==> config.mk <==
export PLATFORM = sky130hd
export DESIGN_NAME = dn_write_sequencer
export DESIGN_NICKNAME = d
export VERILOG_FILES = /design/src/rtl/dn_write_sequencer.sv
export SDC_FILE = /design/constraint.sdc
export NUM_CORES = 1
export LEC_CHECK = 0
export BUFFER_PORTS_ARGS = -buffer_cell sky130_fd_sc_hd__buf_4
export CORE_MARGIN = 8
export CORE_UTILIZATION = 35
export CTS_CLUSTER_SIZE = 14
export DETAILED_ROUTE_END_ITERATION = 12
export GPL_TIMING_DRIVEN = 0
export PLACE_DENSITY = 0.52
export SLEW_MARGIN = 0
export SYNTH_ARGS = -nofsm -noshare
export SYNTH_HDL_FRONTEND = slang
export SYNTH_SLANG_ARGS = --single-unit
==> constraint.sdc <==
create_clock -name i_clk_sys -period 6.5 [get_ports i_clk_sys]
set_input_delay 0.975 -clock i_clk_sys [delete_from_list [all_inputs] [get_ports i_clk_sys]]
set_output_delay 0.975 -clock i_clk_sys [all_outputs]
set_load 0.03 [all_outputs]
==> src/rtl/dn_write_sequencer.sv <==
// rtl/dn_write_sequencer.sv - single owner of the core download write port (ioctl FIFO + hiscore)
module dn_write_sequencer #(
   parameter int unsigned ROM_INDEX  = 0,
   parameter int unsigned FIFO_DEPTH = 4,
   parameter int unsigned WR_GAP     = 3,
   parameter int unsigned RESET_TAIL = 16
) (
   input  logic        i_clk_sys,
   input  logic        i_reset_n,
   input  logic        i_ioctl_download,
   input  logic        i_ioctl_wr,
   input  logic [15:0] i_ioctl_index,
   input  logic [17:0] i_ioctl_addr,
   input  logic [7:0]  i_ioctl_dout,
   input  logic        i_hs_req,
   input  logic [17:0] i_hs_addr,
   input  logic [7:0]  i_hs_data,
   output logic        o_hs_ack,
   output logic [17:0] o_dn_addr,
   output logic [7:0]  o_dn_data,
   output logic        o_dn_wr,
   output logic        o_core_reset,
   output logic        o_fifo_ovf,
   output logic        o_busy
);

   localparam int AW = $clog2(FIFO_DEPTH);
   localparam int GW = $clog2(WR_GAP + 1);
   localparam int TW = $clog2(RESET_TAIL + 1);

   // GAP holds for WR_GAP-1 cycles, so the down-counter starts at WR_GAP-2
   localparam logic [GW-1:0] GAP_LOAD  = GW'((WR_GAP > 1) ? (WR_GAP - 2) : 0);
   localparam logic [TW-1:0] TAIL_LOAD = TW'(RESET_TAIL);
   localparam logic [15:0]   ROM_IDX   = 16'(ROM_INDEX);

   typedef enum logic [1:0] {
      ST_IDLE,
      ST_ISSUE,
      ST_GAP
   } state_t;

   // ioctl byte FIFO: entries are {addr, data}; pointers carry one wrap bit
   logic [25:0]   r_mem [FIFO_DEPTH];
   logic [AW:0]   r_wptr;
   logic [AW:0]   r_rptr;
   logic          r_fifo_ovf;

   state_t        r_state;
   logic [GW-1:0] r_gap_cnt;
   logic [17:0]   r_dn_addr;
   logic [7:0]    r_dn_data;
   logic          r_dn_wr;
   logic          r_hs_ack;

   logic          r_core_reset;
   logic [TW-1:0] r_tail_cnt;

   logic          w_empty;
   logic          w_full;
   logic          w_push_req;
   logic          w_pop;
   logic          w_push;
   logic          w_busy;
   logic [25:0]   w_head;

   assign w_empty    = (r_wptr == r_rptr);
   assign w_full     = (r_wptr[AW] != r_rptr[AW]) && (r_wptr[AW-1:0] == r_rptr[AW-1:0]);
   assign w_push_req = i_ioctl_wr && i_ioctl_download && (i_ioctl_index == ROM_IDX);
   // FIFO wins over hiscore whenever the FSM is free to decide
   assign w_pop      = (r_state == ST_IDLE) && !w_empty;
   // a full FIFO still takes a byte when the head leaves in the same cycle
   assign w_push     = w_push_req && (!w_full || w_pop);
   assign w_head     = r_mem[r_rptr[AW-1:0]];
   assign w_busy     = !w_empty || (r_state != ST_IDLE);

   // FIFO storage write; contents need no reset because the pointers define validity
   always_ff @(posedge i_clk_sys) begin
      if (w_push) begin
         r_mem[r_wptr[AW-1:0]] <= {i_ioctl_addr, i_ioctl_dout};
      end
   end

   // FIFO pointers and the sticky overflow flag for bytes that found no room
   always_ff @(posedge i_clk_sys or negedge i_reset_n) begin
      if (!i_reset_n) begin
         r_wptr     <= '0;
         r_rptr     <= '0;
         r_fifo_ovf <= 1'b0;
      end else begin
         if (w_push) begin
            r_wptr <= r_wptr + (AW+1)'(1);
         end
         if (w_pop) begin
            r_rptr <= r_rptr + (AW+1)'(1);
         end
         if (w_push_req && w_full && !w_pop) begin
            r_fifo_ovf <= 1'b1;
         end
      end
   end

   // write FSM: pick a source in IDLE, strobe for one cycle in ISSUE, then pace through GAP
   always_ff @(posedge i_clk_sys or negedge i_reset_n) begin
      if (!i_reset_n) begin
         r_state   <= ST_IDLE;
         r_gap_cnt <= '0;
         r_dn_addr <= '0;
         r_dn_data <= '0;
         r_dn_wr   <= 1'b0;
         r_hs_ack  <= 1'b0;
      end else begin
         r_dn_wr  <= 1'b0;
         r_hs_ack <= 1'b0;
         case (r_state)
            ST_IDLE: begin
               if (!w_empty) begin
                  r_dn_addr <= w_head[25:8];
                  r_dn_data <= w_head[7:0];
                  r_dn_wr   <= 1'b1;
                  r_state   <= ST_ISSUE;
               end else if (i_hs_req && !r_core_reset) begin
                  // hiscore is held off while the core is in reset; the requester keeps waiting
                  r_dn_addr <= i_hs_addr;
                  r_dn_data <= i_hs_data;
                  r_dn_wr   <= 1'b1;
                  r_hs_ack  <= 1'b1;
                  r_state   <= ST_ISSUE;
               end
            end
            ST_ISSUE: begin
               if (WR_GAP > 1) begin
                  r_gap_cnt <= GAP_LOAD;
                  r_state   <= ST_GAP;
               end else begin
                  r_state   <= ST_IDLE;
               end
            end
            ST_GAP: begin
               if (r_gap_cnt == '0) begin
                  r_state <= ST_IDLE;
               end else begin
                  r_gap_cnt <= r_gap_cnt - GW'(1);
               end
            end
            default: begin
               r_state <= ST_IDLE;
            end
         endcase
      end
   end

   // core hold-reset: held through download and drain, then released after a settling tail
   always_ff @(posedge i_clk_sys or negedge i_reset_n) begin
      if (!i_reset_n) begin
         r_core_reset <= 1'b1;
         r_tail_cnt   <= TAIL_LOAD;
      end else if (i_ioctl_download || w_busy) begin
         r_core_reset <= 1'b1;
         r_tail_cnt   <= TAIL_LOAD;
      end else if (r_tail_cnt != '0) begin
         r_tail_cnt <= r_tail_cnt - TW'(1);
         if (r_tail_cnt == TW'(1)) begin
            r_core_reset <= 1'b0;
         end
      end
   end

   assign o_hs_ack     = r_hs_ack;
   assign o_dn_addr    = r_dn_addr;
   assign o_dn_data    = r_dn_data;
   assign o_dn_wr      = r_dn_wr;
   assign o_core_reset = r_core_reset;
   assign o_fifo_ovf   = r_fifo_ovf;
   assign o_busy       = w_busy;

endmodule

# Word level (Yosys, flattened, before mapping)

Memories as Yosys holds them, arrays and structs flattened.
Cells that the tools add are included.

Memory bits (writable): 104
Memories kept: 1
ROM bits: 0
Latch bits: 0
Bits in registers: 45
Output and inout port bits: 31
Logic and storage cells: 75

Div/mod/pow operators: 0
Multiplexer cells: 22
$mul: 0
$lt $le $gt $ge: 0
Equality and inequality tests: 10
Reductions and logical operators: 27
Shift operators: 0
Bitwise operators: 0
$add $sub $neg: 4

Memories:

| name  | words | width | read ports | clocked after Yosys merged registers in | wr ports | RTL line | RTL |
|---|---|---|---|---|---|---|---|
| r_mem | 4     | 26    | 1          | 0                                       | 1        | 43       | `logic [25:0] r_mem [FIFO_DEPTH];` |

Operators with widths:

| operator                                                                | count |
|---|---|
| 18-bit two-way mux                                                      | 2 |
| 16-bit zero test                                                        | 1 |
| 8-bit two-way mux                                                       | 2 |
| 1-bit two-way mux                                                       | 10 |
| 5-bit two-way mux                                                       | 2 |
| 1-bit logical AND                                                       | 8 |
| 2-bit two-way mux                                                       | 4 |
| 2-bit AND reduction                                                     | 4 |
| 2-bit nonzero test                                                      | 4 |
| 3-bit by 1-bit adder with 3-bit output, second input constant           | 2 |
| 2-bit case mux with 3 select lines                                      | 1 |
| 5-bit by 1-bit == test with 1-bit output, second input constant         | 1 |
| 5-bit nonzero test                                                      | 1 |
| 5-bit by 1-bit subtractor with 5-bit output, second input constant      | 1 |
| 1-bit zero test                                                         | 4 |
| 2-bit zero test                                                         | 2 |
| 2-bit inequality test, second input constant                            | 2 |
| 2-bit case mux with 2 select lines                                      | 1 |
| 3-bit == test                                                           | 1 |
| 1-bit logical OR                                                        | 3 |
| 3-bit by 2-bit inequality test with 1-bit output, second input constant | 1 |
| 2-bit by 1-bit == test with 1-bit output, second input constant         | 1 |
| 2-bit == test                                                           | 1 |
| 2-bit == test, second input constant                                    | 1 |
| 3 further kinds                                                         | 3 |

# Depth between registers and ports, before layout

Gate-level depths: netlist (run 1).

Depth in word-level cells: 7
Gate-level depth with buffers: 7

# Worst setup path before layout (run 1)

Ideal clock, no wire load.

Kind: input to register
From: input i_ioctl_index[6]
To: memory r_mem[3][0] (enable)
Stages on the path: 4
Slack: 3.691 ns
Data arrival time: 2.424 ns
Required time: 6.115 ns
Path buffers: 0
Path through: nor4_1 -> nand3_1 -> nor3_2 -> and2_1

Cells in the longest elaborated chain, start to end: 5

RTL lines:

| what                                    | RTL line | RTL |
|---|---|---|
| start, declared                         | 12       | `input logic [15:0] i_ioctl_index,` |
| 16-bit zero test                        | 68       | `assign w_push_req = i_ioctl_wr && i_ioctl_download && (i_ioctl_index == ROM_IDX);` |
| 1-bit logical AND                       | 68       |  |
| 1-bit logical AND                       | 72       | `assign w_push = w_push_req && (!w_full \|\| w_pop);` |
| 1-bit two-way mux                       | 78       | `if (w_push) begin` |
| 1-bit two-way mux (implied by the code) | 79       | `r_mem[r_wptr[AW-1:0]] <= {i_ioctl_addr, i_ioctl_dout};` |
| end, declared                           | 43       |  |

Every way passes these cells.

# Final worst setup path (run 1)

From: register r_rptr[1]
To: output o_busy

Cells in the longest elaborated chain, start to end: 3

RTL lines:

| what                   | RTL line | RTL |
|---|---|---|
| start, declared        | 45       | `logic [AW:0] r_rptr;` |
| start signal, assigned | 94       | `r_rptr <= r_rptr + (AW+1)'(1);` |
| 3-bit == test          | 66       | `assign w_empty = (r_wptr == r_rptr);` |
| 1-bit zero test        | -        |  |
| 1-bit logical OR       | 74       | `assign w_busy = !w_empty \|\| (r_state != ST_IDLE);` |
| end, declared          | 24       | `output logic o_busy` |

Every way passes these cells.

==> results of run 1 <==
==> cell type report <==
type                    count  share of cell area
clock buffers              19              0.0568
flip-flops and latches    149               0.558
plain buffers              15              0.0112
multi-input cells         172               0.213
clock inverters            13              0.0176
well taps                 225              0.0369
inverters                  10             0.00493
repair buffers            103               0.101
==> registers in the layout, summed over array words and instances, names as in the netlist <==
name	cells
o_dn_wr	1
o_dn_data	8
r_wptr	3
r_rptr	3
o_fifo_ovf	1
o_dn_addr	18
r_state	2
r_tail_cnt	5
r_mem	104
o_core_reset	1
o_hs_ack	1
r_gap_cnt	2
==> layer usage <==
layer	share of wire	up-vias
met5	0	-
met4	0.012	0
met3	0.055	14
met2	0.50	71
met1	0.43	1681
li1	-	1560
==> cells in the mapped netlist, drive strengths merged (2+ instances only) <==
cell type	instances	share of area
a21oi	3	0.0025
mux2i	26	0.043
xor2	5	0.0098
mux2	3	0.0056
nand3	3	0.0025
nor3	7	0.0075
inv	10	0.0063
clkbuf	3	0.0019
and2	4	0.0042
dfstp	2	0.0088
buf	12	0.012
dfrtp	43	0.18
a21o	2	0.0025
nand2b	2	0.0021
edfxtp	104	0.52
ha	8	0.017
xnor2	5	0.0073
nor2	8	0.0050
nand3b	2	0.0025
nor4	6	0.0073
nor4b	2	0.0029
nand2	28	0.018
mux4	26	0.098
o21ai	26	0.022
==> power groups by stage <==
| stage | clock network, mW | registers, mW | logic [mW] |
|---|---|---|---|
| 3_5_place_dp | 0 | 1.22 | 1.16 |
| 3_3_place_gp | 0 | 1.21 | 1.14 |
| 6_report | 0.940 | 1.20 | 1.13 |
| 4_1_cts | 0.958 | 1.20 | 1.17 |
| 5_1_grt | 0.996 | 1.21 | 1.24 |
| 2_1_floorplan | 0 | 1.37 | 0.620 |
==> how the worst min path moves through the flow <==
stage                              start                   endpoint  slack [ns]  cells after the start
2_1_floorplan  r_tail_cnt[4]$_DFFE_PN1P_  r_tail_cnt[4]$_DFFE_PN1P_        0.46                      2
3_3_place_gp      o_fifo_ovf$_DFFE_PN0P_     o_fifo_ovf$_DFFE_PN0P_        0.46                      1
3_5_place_dp      o_fifo_ovf$_DFFE_PN0P_     o_fifo_ovf$_DFFE_PN0P_        0.45                      1
4_1_cts           o_fifo_ovf$_DFFE_PN0P_     o_fifo_ovf$_DFFE_PN0P_        0.47                      1
5_1_grt           o_fifo_ovf$_DFFE_PN0P_     o_fifo_ovf$_DFFE_PN0P_        0.49                      1
6_report          o_fifo_ovf$_DFFE_PN0P_     o_fifo_ovf$_DFFE_PN0P_        0.46                      1
==> through the flow <==
step	utilization	hold WS, ns	total power [mW]	std cells	setup slack [ns]
after global placement	0.415	0.455	2.36	674	2.80
final	0.448	0.460	3.26	706	3.19
after floorplan	-	0.462	1.99	346	3.69
after CTS	0.448	0.467	3.32	706	3.11
after global routing	0.448	0.491	3.44	706	3.05
after detailed placement	0.415	0.454	2.38	674	3.30
==> cells by family after synthesis <==
logic type	count (synthesis)	synth area share
fa+ha+maj	8	0.0167
simple gates	63	0.0526
flops	149	0.709
mux	55	0.147
buf+inv	25	0.0205
xor+xnor	10	0.0171
compound gates	36	0.0370
==> critical path, cell delays in order, from the launching register on <==
cell and delay, ns:
dfrtp_1 0.38, buf_4 0.20, xor2_2 0.22, nor3_2 0.32, buf_4 0.29, buf_6 0.21
nand2_1 0.09, buf_4 0.20
==> impl_metrics.env, run 1 <==
export IMPL_cap_viol_max_count=0
export IMPL_drc=0
export IMPL_synth_edf_count=104
export IMPL_cp_required_ns=5.52
export IMPL_routed_wirelength_um=13100
export IMPL_place_area_sq_um=7050
export IMPL_ioPinCount=104
export IMPL_wire_per_inst_um=18.6
export IMPL_rows=48
export IMPL_ant_nets=0
export IMPL_worstSkewPairLatency_ns=0.42
export IMPL_worst_pin_slew_ns=0.801
export IMPL_cts_tree="done"
export IMPL_multi_input_area_sq_um=1620
export IMPL_rr_worst_depth=5
export IMPL_grt_use_met2=0.203
export IMPL_switchingPower_mw=1.09
export IMPL_startpoint="r_rptr[1]$_DFFE_PN0P_"
export IMPL_path_class="reg2out"
export IMPL_async_reset_ff_frac=0.302
export IMPL_final_common_cell="buf_4"
export IMPL_clk_pin_slew_ns=0.06
export IMPL_regToRegSetupSlack_ns=3.83
export IMPL_period_minus_slack_ns=3.31
export IMPL_synthFlopType="edfxtp_1"
export IMPL_avgSynthCellArea_sq_um=17.3
export IMPL_grt_max_degree=46
export IMPL_leakage_nw=2.89
export IMPL_drive_gt1_frac=0.380
export IMPL_cts_buffers=17
export IMPL_outcome="finished, final reports clean"
export IMPL_seq_area_sq_um=4250
export IMPL_grt_setup_unrepaired="false"
export IMPL_grtUsageMet3=0.0418
export IMPL_vias=3326
export IMPL_p_comb_frac=0.345
export IMPL_fin_worst_skew_ns=0.00934
export IMPL_antenna_found_initial=0
export IMPL_layout_common_cells="buf_4 (106), edfxtp_1 (104), dfrtp_1 (43), nand2_1 (28)"
export IMPL_start_util=0.353
export IMPL_critPathLaunchType="flop"
export IMPL_sw_frac_of_total=0.333
export IMPL_port_buffers=103
export IMPL_seqPwrFrac=0.367
export IMPL_p_int_mw=2.18
export IMPL_grt_use_met1=0.153
export IMPL_core_sq_um=17000
export IMPL_root_buffer="clkbuf_16"
export IMPL_via_per_inst=4.71
export IMPL_fmaxAchievable_mhz=302
export IMPL_hold_buffers=0
export IMPL_slew_violations=0
export IMPL_ys_seq_area_frac=0.709
export IMPL_grt_overflow_total=0
export IMPL_dieWidth_um=147
export IMPL_crit_path_end_kind="output port"
export IMPL_ys_ff_latch=149
export IMPL_grt_pass1_vias=3635
export IMPL_power_density_nw_per_um2=428
export IMPL_track_usage=0.126
export IMPL_syn_area_sq_um=5990
export IMPL_place_congestion=0.730
export IMPL_cts_repair_resized=0
export IMPL_endpoint="o_busy"
export IMPL_area_growth_pct=27.1
export IMPL_final_area_sq_um=7620
export IMPL_dp_hpwl_um=8800
export IMPL_grt_first_pass_wirelength_um=20500
export IMPL_cp_arrival_ns=2.33
export IMPL_diodes=0
export IMPL_die_area_sq_um=21600
export IMPL_fin_crit_sh=0.509
export IMPL_fin_setup_tns_ns=0
export IMPL_die_y_um=147
export IMPL_first_iter_violations=141
export IMPL_r2r_start="r_state[0]$_DFFE_PN0P_"
export IMPL_fillers=1507
export IMPL_peakVddDrop_uv=268
export IMPL_final_setup_viol_count=0
export IMPL_rr_endpoint="r_mem[2][22]$_DFFE_PP_"
export IMPL_ys_types=37
export IMPL_hold_viol_final=0
export IMPL_clock_path_buffers=2
export IMPL_hold_class="reg2reg"
export IMPL_ys_warn_count=0
export IMPL_clkPwrFrac=0.288
export IMPL_cts_setup_buffers=0
export IMPL_nets=549
export IMPL_netlist_instances=346
export IMPL_syn_nets=427
export IMPL_cts_num_sinks=149
export IMPL_grt_busiest_layer="met2"
export IMPL_crit_fanout=10
export IMPL_max_slew_margin=0.466
export IMPL_htreeDepth=4
export IMPL_first_pass_iters=5
Note: power is estimated with default switching activity, not from simulation.
==> run 2, diff against run 1 <==
PLACE_DENSITY = 0.54   (was 0.52)
clock period = 2.8 ns   (was 6.5 ns; I/O delays follow)
==> run 2 against run 1 <==
Combinational power increased by 130%; critical endpoint is now r_mem[1][14]$_DFFE_PP_; die area did not move; highest routed layer unchanged; clock skew down 0.0040 ns; largest cell class unchanged; sequential cell count stayed put; routed wire length stayed put; non-clock buffer count unchanged; global-route usage decreased by 0.086 points.
==> impl_metrics.env, run 2 (synthesis gave the netlist of run 1 again) <==
export IMPL_clk_pin_slew_ns=0.06
export IMPL_multi_input_area_sq_um=1630
export IMPL_startpoint="r_state[0]$_DFFE_PN0P_"
export IMPL_cp_arrival_ns=2.67
export IMPL_cpMaxStageDelayCell="and2_2"
export IMPL_dp_hpwl_um=8720
export IMPL_worstSkewPairLatency_ns=0.42
export IMPL_nets=549
export IMPL_switchingPower_mw=2.53
export IMPL_worstPathCellList="clkbuf_1, nor2_1, nor4_2, nor3_2, and2_2"
export IMPL_routed_wirelength_um=13100
export IMPL_cap_viol_max_count=0
export IMPL_p_int_mw=5.15
export IMPL_port_buffers=103
export IMPL_area_growth_pct=27.7
export IMPL_power_density_nw_per_um2=1000
export IMPL_cp_required_ns=2.85
export IMPL_cts_buffers=17
export IMPL_antenna_found_initial=0
export IMPL_via_per_inst=4.70
export IMPL_hold_buffers=0
export IMPL_first_pass_iters=4
export IMPL_vias=3316
export IMPL_hold_viol_final=0
export IMPL_rr_worst_depth=5
export IMPL_final_setup_viol_count=0
export IMPL_crit_path_end_kind="flop"
export IMPL_rr_endpoint="r_mem[1][14]$_DFFE_PP_"
export IMPL_regToRegSetupSlack_ns=0.17
export IMPL_drive_gt1_frac=0.383
export IMPL_cts_num_sinks=149
export IMPL_dieWidth_um=147
export IMPL_layout_cells_non_filler=706
export IMPL_diodes=0
export IMPL_critPathLaunchType="flop"
export IMPL_final_area_sq_um=7650
export IMPL_layout_common_cells="buf_4 (105), edfxtp_1 (104), dfrtp_1 (43), nand2_1 (28)"
export IMPL_rows=48
export IMPL_grt_overflow_total=0
export IMPL_die_area_sq_um=21600
export IMPL_fin_crit_sh=0.939
export IMPL_track_usage=0.125
export IMPL_peakVddDrop_uv=434
export IMPL_clock_path_buffers=2
export IMPL_grt_pass1_vias=3674
export IMPL_pre_cts_ws_ns=0.115
export IMPL_cts_tree="done"
export IMPL_core_sq_um=17000
export IMPL_htreeDepth=4
export IMPL_place_congestion=0.751
export IMPL_final_common_cell="buf_4"
export IMPL_outcome="finished, final reports clean"
export IMPL_hold_class="in2async"
export IMPL_cpPeakStageDelay_ns=0.73
export IMPL_place_area_sq_um=7050
export IMPL_fmaxAchievable_mhz=380
export IMPL_period_minus_slack_ns=2.63
export IMPL_die_y_um=147
export IMPL_hold_worst_slack_ns=0.0373
export IMPL_fin_worst_skew_ns=0.00535
export IMPL_endpoint="r_mem[1][14]$_DFFE_PP_"
export IMPL_path_class="reg2reg"
export IMPL_crit_fanout=26
export IMPL_worst_pin_slew_ns=0.785
export IMPL_sw_frac_of_total=0.329
export IMPL_largest_reg_flops=104
export IMPL_utilization=0.450
export IMPL_setup_ws_ns=0.171
export IMPL_grt_setup_unrepaired="true"
export IMPL_root_buffer="clkbuf_16"
export IMPL_drc=0
export IMPL_first_iter_violations=122
export IMPL_p_comb_frac=0.344
export IMPL_grt_first_pass_wirelength_um=20100
export IMPL_r2r_start="r_state[0]$_DFFE_PN0P_"
export IMPL_seqPwrFrac=0.361
export IMPL_grt_max_degree=46
export IMPL_ant_nets=0
export IMPL_leakage_nw=2.91
export IMPL_wire_per_inst_um=18.6
export IMPL_max_slew_margin=0.477
export IMPL_start_util=0.353
export IMPL_fillers=1528
export IMPL_dp_cells=674
export IMPL_clkPwrFrac=0.295
export IMPL_ioPinCount=104
export IMPL_seq_area_sq_um=4250
export IMPL_slew_violations=0
## run 2: cell types whose count changed in the layout (fill, tap and decap cells not counted), sizes merged
cell	previous run	this run
clkinvlp	4	3
bufinv	2	3
## run 2: layout make-up
type / instances / area share
inverters: 10 / 0.00490
repair buffers: 103 / 0.101
clock inverters: 13 / 0.0206
clock buffers: 19 / 0.0566
multi-input cells: 172 / 0.213
plain buffers: 15 / 0.0116
well taps: 225 / 0.0368
flip-flops and latches: 149 / 0.556
## run 2: routing by layer
metal	wire length, um	up-vias	global-route usage
met1	5400	1636	0.144
li1	-	1571	-
met3	811	16	0.0406
met4	245	0	0.0531
met2	6680	93	0.210
met5	0	-	0
## run 2: how the worst min path moves through the flow
stage | end | cells after the start | slack, ns
floorplan | o_dn_addr[0]$_DFFE_PN0P_ | 0 | 0.12
global placement | o_fifo_ovf$_DFFE_PN0P_ | 1 | 0.45
detailed placement | o_fifo_ovf$_DFFE_PN0P_ | 1 | 0.46
CTS | o_dn_addr[16]$_DFFE_PN0P_ | 1 | 0.05
global route | o_dn_addr[16]$_DFFE_PN0P_ | 1 | 0.08
finish | o_dn_addr[16]$_DFFE_PN0P_ | 1 | 0.04
## run 2: per-stage QoR
| stage | power, mW | TNS, ns |
|---|---|---|
| finish | 7.68 | 0 |
| global route | 8.10 | -2.79 |
| CTS | 7.81 | 0 |
| detailed placement | 5.52 | 0 |
| global placement | 5.46 | -43.10 |
| floorplan | 4.62 | 0 |
## run 2: power by group through the flow
stage               clock network (mW)  registers [mW]  logic, mW
detailed placement                   0            2.82       2.71
floorplan                            0            3.18       1.44
global route                      2.40            2.81       2.89
CTS                               2.32            2.78       2.71
global placement                     0            2.81       2.65
finish                            2.26            2.77       2.64
## run 2: what timing repair did
item	CTS	global route
resized for setup	0	2
setup buffers	0	0
setup endpoints to repair	0	93
## run 2: critical path: cells and delay by family, from the launching register on
kind                   cells  cell delay [ns]
AND/OR/NAND/NOR            4             1.67
flip-flops                 1             0.36
buffers and inverters      1             0.20
